## config.mk

```make
export PLATFORM = sky130hd
export DESIGN_NAME = mos_xor_cell
export DESIGN_NICKNAME = d
export VERILOG_FILES = /design/src/rtl/mos_xor_cell.sv
export SDC_FILE = /design/constraint.sdc
export NUM_CORES = 1
export LEC_CHECK = 0
export ABC_AREA = 1
export CAP_MARGIN = 20
export CORE_UTILIZATION = 30
export CTS_BUF_LIST = sky130_fd_sc_hd__clkbuf_4
export DETAILED_ROUTE_END_ITERATION = 16
export DONT_BUFFER_PORTS = 1
export GPL_TIMING_DRIVEN = 0
export PLACE_DENSITY = 0.51
export SLEW_MARGIN = 20
export SYNTH_ARGS = -nofsm -noshare
export SYNTH_HDL_FRONTEND = slang
export SYNTH_SLANG_ARGS = --single-unit
export TNS_END_PERCENT = 50
```

## constraint.sdc

```tcl
create_clock -name clk -period 1.03 [get_ports clk]
set_input_delay 0.1545 -clock clk [delete_from_list [all_inputs] [get_ports clk]]
set_output_delay 0.1545 -clock clk [all_outputs]
set_load 0.02 [all_outputs]
```

## src/rtl/mos_xor_cell.sv

```systemverilog
// Registered bus-wide XOR cell modelled on the 6-transistor static XOR: inverter, pass node, output inverter.
// Optional out1 switching-activity counter compiled in with `define MOS_XOR_ACTIVITY_EN.
module mos_xor_cell #(
  parameter int WIDTH = 8,
  parameter int CNT_W = 16
) (
  input  logic             clk,
  input  logic             rst_n,
  input  logic             in_valid,
  input  logic [WIDTH-1:0] in1,
  input  logic [WIDTH-1:0] in2,
  output logic [WIDTH-1:0] out1,
  output logic             out_valid,
  output logic [WIDTH-1:0] node_a,
  output logic [WIDTH-1:0] node_b,
  input  logic             cnt_clr,
  output logic [CNT_W-1:0] act_cnt
);

  logic [WIDTH-1:0] a_comb;
  logic [WIDTH-1:0] b_comb;
  logic [WIDTH-1:0] y_comb;

  // Each bit follows the transistor topology: in2 picks either in1 or its inverted copy.
  // NOTE: every always_comb output gets a default first, so a missed branch cannot infer a latch.
  always_comb begin
    a_comb = '0;
    b_comb = '0;
    y_comb = '0;
    for (int i = 0; i < WIDTH; i++) begin
      a_comb[i] = ~in1[i];
      b_comb[i] = in2[i] ? in1[i] : a_comb[i];
      y_comb[i] = ~b_comb[i];
    end
  end

  // Reset values match the nodes a settled cell shows when in1 = in2 = 0.
  // NOTE: sequential state uses non-blocking assignments so all registers update from pre-edge values.
  always_ff @(posedge clk or negedge rst_n) begin
    if (!rst_n) begin
      out1      <= '0;
      node_a    <= '1;
      node_b    <= '1;
      out_valid <= 1'b0;
    end else begin
      out_valid <= in_valid;
      if (in_valid) begin
        node_a <= a_comb;
        node_b <= b_comb;
        out1   <= y_comb;
      end
    end
  end

`ifdef MOS_XOR_ACTIVITY_EN
  localparam int POP_W = $clog2(WIDTH + 1);
  localparam int SUM_W = ((CNT_W > POP_W) ? CNT_W : POP_W) + 1;

  function automatic logic [POP_W-1:0] popcount(input logic [WIDTH-1:0] v);
    logic [POP_W-1:0] n;
    n = '0;
    for (int i = 0; i < WIDTH; i++) n = n + POP_W'(v[i]);
    return n;
  endfunction

  logic [SUM_W-1:0] cnt_sum;
  logic [CNT_W-1:0] cnt_next;

  // Sum is one bit wider than either operand so overflow is visible and the count can pin at max.
  always_comb begin
    cnt_sum  = SUM_W'(act_cnt) + SUM_W'(popcount(out1 ^ y_comb));
    cnt_next = (|cnt_sum[SUM_W-1:CNT_W]) ? {CNT_W{1'b1}} : cnt_sum[CNT_W-1:0];
  end

  always_ff @(posedge clk or negedge rst_n) begin
    if (!rst_n) begin
      act_cnt <= '0;
    end else if (cnt_clr) begin
      act_cnt <= '0;
    end else if (in_valid) begin
      act_cnt <= cnt_next;
    end
  end
`else
  logic unused_cnt_clr;

  assign unused_cnt_clr = cnt_clr;
  assign act_cnt        = '0;
`endif

endmodule

```

==> results.json, run 1 <==
{
  "power_density_nw_per_um2": 1310,
  "ys_ff_latch": 25,
  "start_util_pct": 32.0,
  "fin_cells": 250,
  "worst_slack_ns": -0.0649,
  "multi_input_area_um2": 483,
  "design_area_um2": 1690,
  "synth-warning-count": 0,
  "row_count": 23,
  "fmax_mhz": 913,
  "cp.arrival_ns": 0.94,
  "synth.avg_cell_area_um2": 8.23,
  "ctsLongestPathBuffers": 2,
  "final_util_pct": 41.0,
  "grtUsageTotal_pct": 13.7,
  "area_growth_syn_to_layout_pct": 28.0,
  "dr.pass1.iters": 4,
  "diodes": 0,
  "hp-class": "input pin to register",
  "path_clk_slew_ns": 0.13,
  "grt_start_max_net_pins": 26,
  "syn-instance-count": 160,
  "drv_slew": 0,
  "totalWireLength_mm": 3.13,
  "ant_nets": 0,
  "gr-total-overflow": 0,
  "cts_num_sinks": 25,
  "synthTopCellsByArea": "dfstp_2, nand2_1, dfrtp_1, buf_4, nand3_1",
  "worstSetupEndpointType": "output port",
  "ios": 61,
  "regArea_um2": 646,
  "nFillCells": 433,
  "cp.required_ns": 0.88,
  "die_h_um": 68.3,
  "p_leak_nw": 0.889,
  "antenna_found_initial": 0,
  "drive_gt1_share_pct": 26.0,
  "dp.cells": 225,
  "maxCapViolations": 0,
  "viasPerCell": 4.35,
  "outcome": "complete, but fails checks",
  "layout_min_cycle_time_ns": 1.09,
  "cts_setup_buffers": 0,
  "cts_made_buffers": 3,
  "max-vdd-ir-drop_v": 0.000735,
  "root_buffer": "clkbuf_4",
  "ys_types": 11,
  "synth_top_area_share_pct": 31.9,
  "finClkSkew_ns": 0,
  "p_total_mw": 2.21,
  "core_um2": 4120,
  "setup_viol": 16,
  "cts_tree": "done",
  "critical_path_class": "register to output port",
  "dieArea_um2": 4660,
  "tns_ns": -0.899,
  "gp_congestion": 0.657,
  "drt-wirelength-per-cell_um": 12.5,
  "critPathMaxFanout": 2,
  "finalHoldViolations": 0,
  "nNetsFinal": 221,
  "cp-start-kind": "register",
  "die_w_um": 68.3,
  "grt_first_pass_wirelength_mm": 4.67,
  "placed_area_um2": 1440,
  "drt_iter0_drc": 49,
  "cts.htree.levels": 1,
  "hpwlAfterDp_mm": 2.17,
  "vias": 1088,
  "clk_latency_ns": 0.31,
  "portBuffers": 0,
  "grt_pass1_vias": 1031,
  "drc": 0,
  "synth_area_um2": 1320,
  "violations": "negative setup slack",
  "yosysTopAreaCell": "dfstp_2",
  "period_share_pct": 106,
  "rsz0062_at_grt": "true",
  "synth-seq-area-share_pct": 49.0
}
==> registers in the layout, summed over array words and instances, names as in the netlist <==
signal and count:
node_a 8, node_b 8, out1 8, out_valid 1
==> where the power goes <==
group	internal, mW	switching, mW
Clock	0.178	0.286
Sequential	1.13	0.193
Combinational	0.193	0.233
==> cells by family (layout without fill, tap and decap cells) <==
group,count (synthesis),in the layout,share of synthesized area (%)
other,1,16,0.285
flip-flops,25,25,49.0
AND/OR/NAND/NOR,88,88,26.8
AO/OA/AOI/OAI,8,8,5.32
buffers and inverters,38,63,18.6
==> cells in the final DEF (no fill, tap or decap) <==
master	netlist	final
buf_4	16	16
dfstp_2	16	16
nand2_1	71	71
dlygate4sd3_1	0	20
nand3_1	16	16
o21ai_2	8	8
conb_1	1	16
buf_12	0	1
inv_6	1	1
nand2_2	1	1
inv_1	16	16
buf_6	5	5
clkbuf_4	0	4
dfrtp_1	9	9
==> area by class of cell <==
type                            instances  area share [%]
Sequential cell                        25            38.3
Multi-Input combinational cell        112            28.6
Buffer                                 21            10.5
Timing Repair Buffer                   21            13.1
Clock buffer                            4            1.78
Inverter                               17            4.08
Tap cell                               50            3.71
==> synthesized netlist by cell type <==
| master | instances |
|---|---|
| inv_6 | 1 |
| inv_1 | 16 |
| buf_6 | 5 |
| nand3_1 | 16 |
| conb_1 | 1 |
| dfstp_2 | 16 |
| dfrtp_1 | 9 |
| buf_4 | 16 |
| o21ai_2 | 8 |
| nand2_1 | 71 |
| nand2_2 | 1 |
==> what timing repair did <==
| item | CTS | global route |
|---|---|---|
| setup endpoints to repair | 16 | 16 |
| gates cloned | 0 | 0 |
| endpoints found under the hold margin | 47 | 2 |
| resized for setup | 0 | 0 |
| hold buffers | 19 | 2 |
==> metrics by stage <==
step / hold WS, ns / setup slack (ns)
6_report: 0.0110 / -0.0649
5_1_grt: 0.0000284 / -0.111
4_1_cts: 0.000751 / -0.0819
3_5_place_dp: -0.140 / 0.231
3_3_place_gp: -0.140 / 0.244
2_1_floorplan: -0.141 / 0.274
==> path summary, 6_finish.rpt <==
kind / start / end / slack (ns) / cells past startpoint
hold reg to reg: node_b[7] / node_b[7] / 0.53 / 2
min in group asynchronous: rst_n / out_valid / 0.25 / 2
setup reg to reg: node_b[0] / node_b[0] / 0.20 / 2
hold / removal: in2[5] / out1[5] / 0.01 / 3
max in group asynchronous: rst_n / node_a[6] / 0.55 / 2
setup / recovery: node_b[0] / node_b[0] / -0.06 / 0
==> layer usage <==
layer | share of wire (%) | wire, um | vias to the layer above | global-route usage, %
met5 | 0 | 0 | - | 0
met2 | 49 | 1530 | 42 | 25.0
met1 | 43 | 1340 | 509 | 15.3
met3 | 8.0 | 252 | 2 | 5.50
li1 | - | - | 535 | -
met4 | 0.32 | 10 | 0 | 1.56
(Power assumes the default switching activity.)
==> inputs of run 2 (changes only) <==
==> constraint.sdc (replaced) <==
create_clock -name clk -period 1.1 [get_ports clk]
set_input_delay 0.165 -clock clk [delete_from_list [all_inputs] [get_ports clk]]
set_output_delay 0.165 -clock clk [all_outputs]
set_load 0.02 [all_outputs]
==> run 2 against run 1 <==
  * The run still ends with negative setup slack left
  * Count of clock-buffer cells in the layout unchanged
  * Sequential share of layout area unchanged
  * Power decreased by 6.5%
  * Final cell count unchanged
  * Highest routed layer unchanged
==> results.json, run 2 (synthesized netlist as in run 1, its figures left out) <==
{
  "grtUsageTotal_pct": 13.8,
  "gr-total-overflow": 0,
  "die_h_um": 68.3,
  "worst_slack_ns": -0.0104,
  "worstSetupEndpointType": "output port",
  "hpwlAfterDp_mm": 2.17,
  "layout_min_cycle_time_ns": 1.11,
  "outcome": "complete, but fails checks",
  "p_total_mw": 2.07,
  "viasPerCell": 4.34,
  "p_leak_nw": 0.889,
  "die_w_um": 68.3,
  "critPathMaxFanout": 2,
  "ctsLongestPathBuffers": 2,
  "clk_latency_ns": 0.31,
  "finClkSkew_ns": 0,
  "ant_nets": 0,
  "cts_num_sinks": 25,
  "violations": "negative setup slack",
  "grt_start_max_net_pins": 26,
  "drv_slew": 0,
  "cp-start-kind": "register",
  "portBuffers": 0,
  "grt_first_pass_wirelength_mm": 4.68,
  "dp_slack_ns": 0.301,
  "vias": 1085,
  "cp.arrival_ns": 0.95,
  "drt-wirelength-per-cell_um": 12.5,
  "min_path_cells": 3,
  "nFillCells": 433,
  "period_share_pct": 101,
  "core_um2": 4120,
  "worstSetupPathDepth": 0,
  "final_common_cell": "nand2_1",
  "start_util_pct": 32.0,
  "setup_viol": 5,
  "path_clk_slew_ns": 0.13,
  "area_growth_syn_to_layout_pct": 28.0,
  "antenna_found_initial": 0,
  "final_cell_mix": "nand2_1, dlygate4sd3_1",
  "grt_pass1_vias": 1041,
  "final_util_pct": 41.0,
  "rsz0062_at_grt": "true",
  "drc": 0,
  "row_count": 23,
  "drive_gt1_share_pct": 26.0,
  "r2r_cells": 2,
  "cts.htree.levels": 1,
  "totalWireLength_mm": 3.13,
  "root_buffer": "clkbuf_4",
  "diodes": 0,
  "finalHoldViolations": 0,
  "gp_congestion": 0.657,
  "nNetsFinal": 221,
  "ios": 61,
  "hp-class": "input pin to register",
  "cts_made_buffers": 3,
  "max-vdd-ir-drop_v": 0.000686,
  "critical_path_class": "register to output port",
  "fmax_mhz": 901,
  "reg.largest.list": "node_a (8), node_b (8), out1 (8)",
  "power_density_nw_per_um2": 1230,
  "maxCapViolations": 0,
  "dr.pass1.iters": 4,
  "dieArea_um2": 4660,
  "cp.required_ns": 0.94,
  "ctsResizeCount": 0,
  "drt_iter0_drc": 40,
  "cts_tree": "done"
}
[run 2: cell counts in the layout (fill, tap and decap cells not counted)]
Identical to the previous run, type by type.
[run 2: what timing repair did]
item                                    CTS  global route
setup buffers                             0             0
hold buffers                             19             2
hold endpoints to repair                 42             1
pin swaps                                 0             0
endpoints found under the setup margin   16            16
[run 2: worst paths after layout]
kind	from	to	slack, ns
max in group asynchronous	rst_n	node_a[6]	0.61
worst min-delay path	in1[4]	out1[4]	0.01
worst max-delay path	node_b[0]	node_b[0]	-0.01
min in group asynchronous	rst_n	out_valid	0.26
worst min register to register	node_b[7]	node_b[7]	0.53
worst max register to register	node_b[0]	node_b[0]	0.27
[run 2: stage by stage]
| step | instances | setup TNS [ns] | cell area [um2] | hold WS, ns |
|---|---|---|---|---|
| 2_1_floorplan | 175 | 0 | 1370 | -0.131 |
| 3_3_place_gp | 225 | 0 | 1440 | -0.130 |
| 3_5_place_dp | 225 | 0 | 1440 | -0.130 |
| 4_1_cts | 248 | -0.215 | 1670 | 0.00179 |
| 5_1_grt | 250 | -0.615 | 1690 | 0.00615 |
| 6_report | 250 | -0.0233 | 1690 | 0.0141 |
[run 2: routing by layer]
layer | part of all wire, % | vias up | track usage (%)
met5 | 0 | - | 0
met4 | 0.32 | 0 | 1.56
met3 | 9.6 | 2 | 5.50
met2 | 49 | 46 | 25.4
met1 | 41 | 504 | 15.1
li1 | - | 533 | -
[run 2: layout make-up]
| type | count | area [um2] | area share [%] |
|---|---|---|---|
| sequential | 25 | 646 | 38.3 |
| multi-input combinational | 112 | 483 | 28.6 |
| timing repair buffer | 21 | 220 | 13.1 |
| buffer | 21 | 176 | 10.5 |
| inverter | 17 | 68.8 | 4.08 |
| tap | 50 | 62.6 | 3.71 |
| clock buffer | 4 | 30.0 | 1.78 |
[run 2: worst min-delay path: stages]
cell,delay (ns)
nand2_1,0.03
nand3_1,0.07
nand2_1,0.04
[run 2: where the power goes]
group          internal [mW]  switching [mW]
registers               1.06           0.180
clock network          0.166           0.269
logic                  0.180           0.214
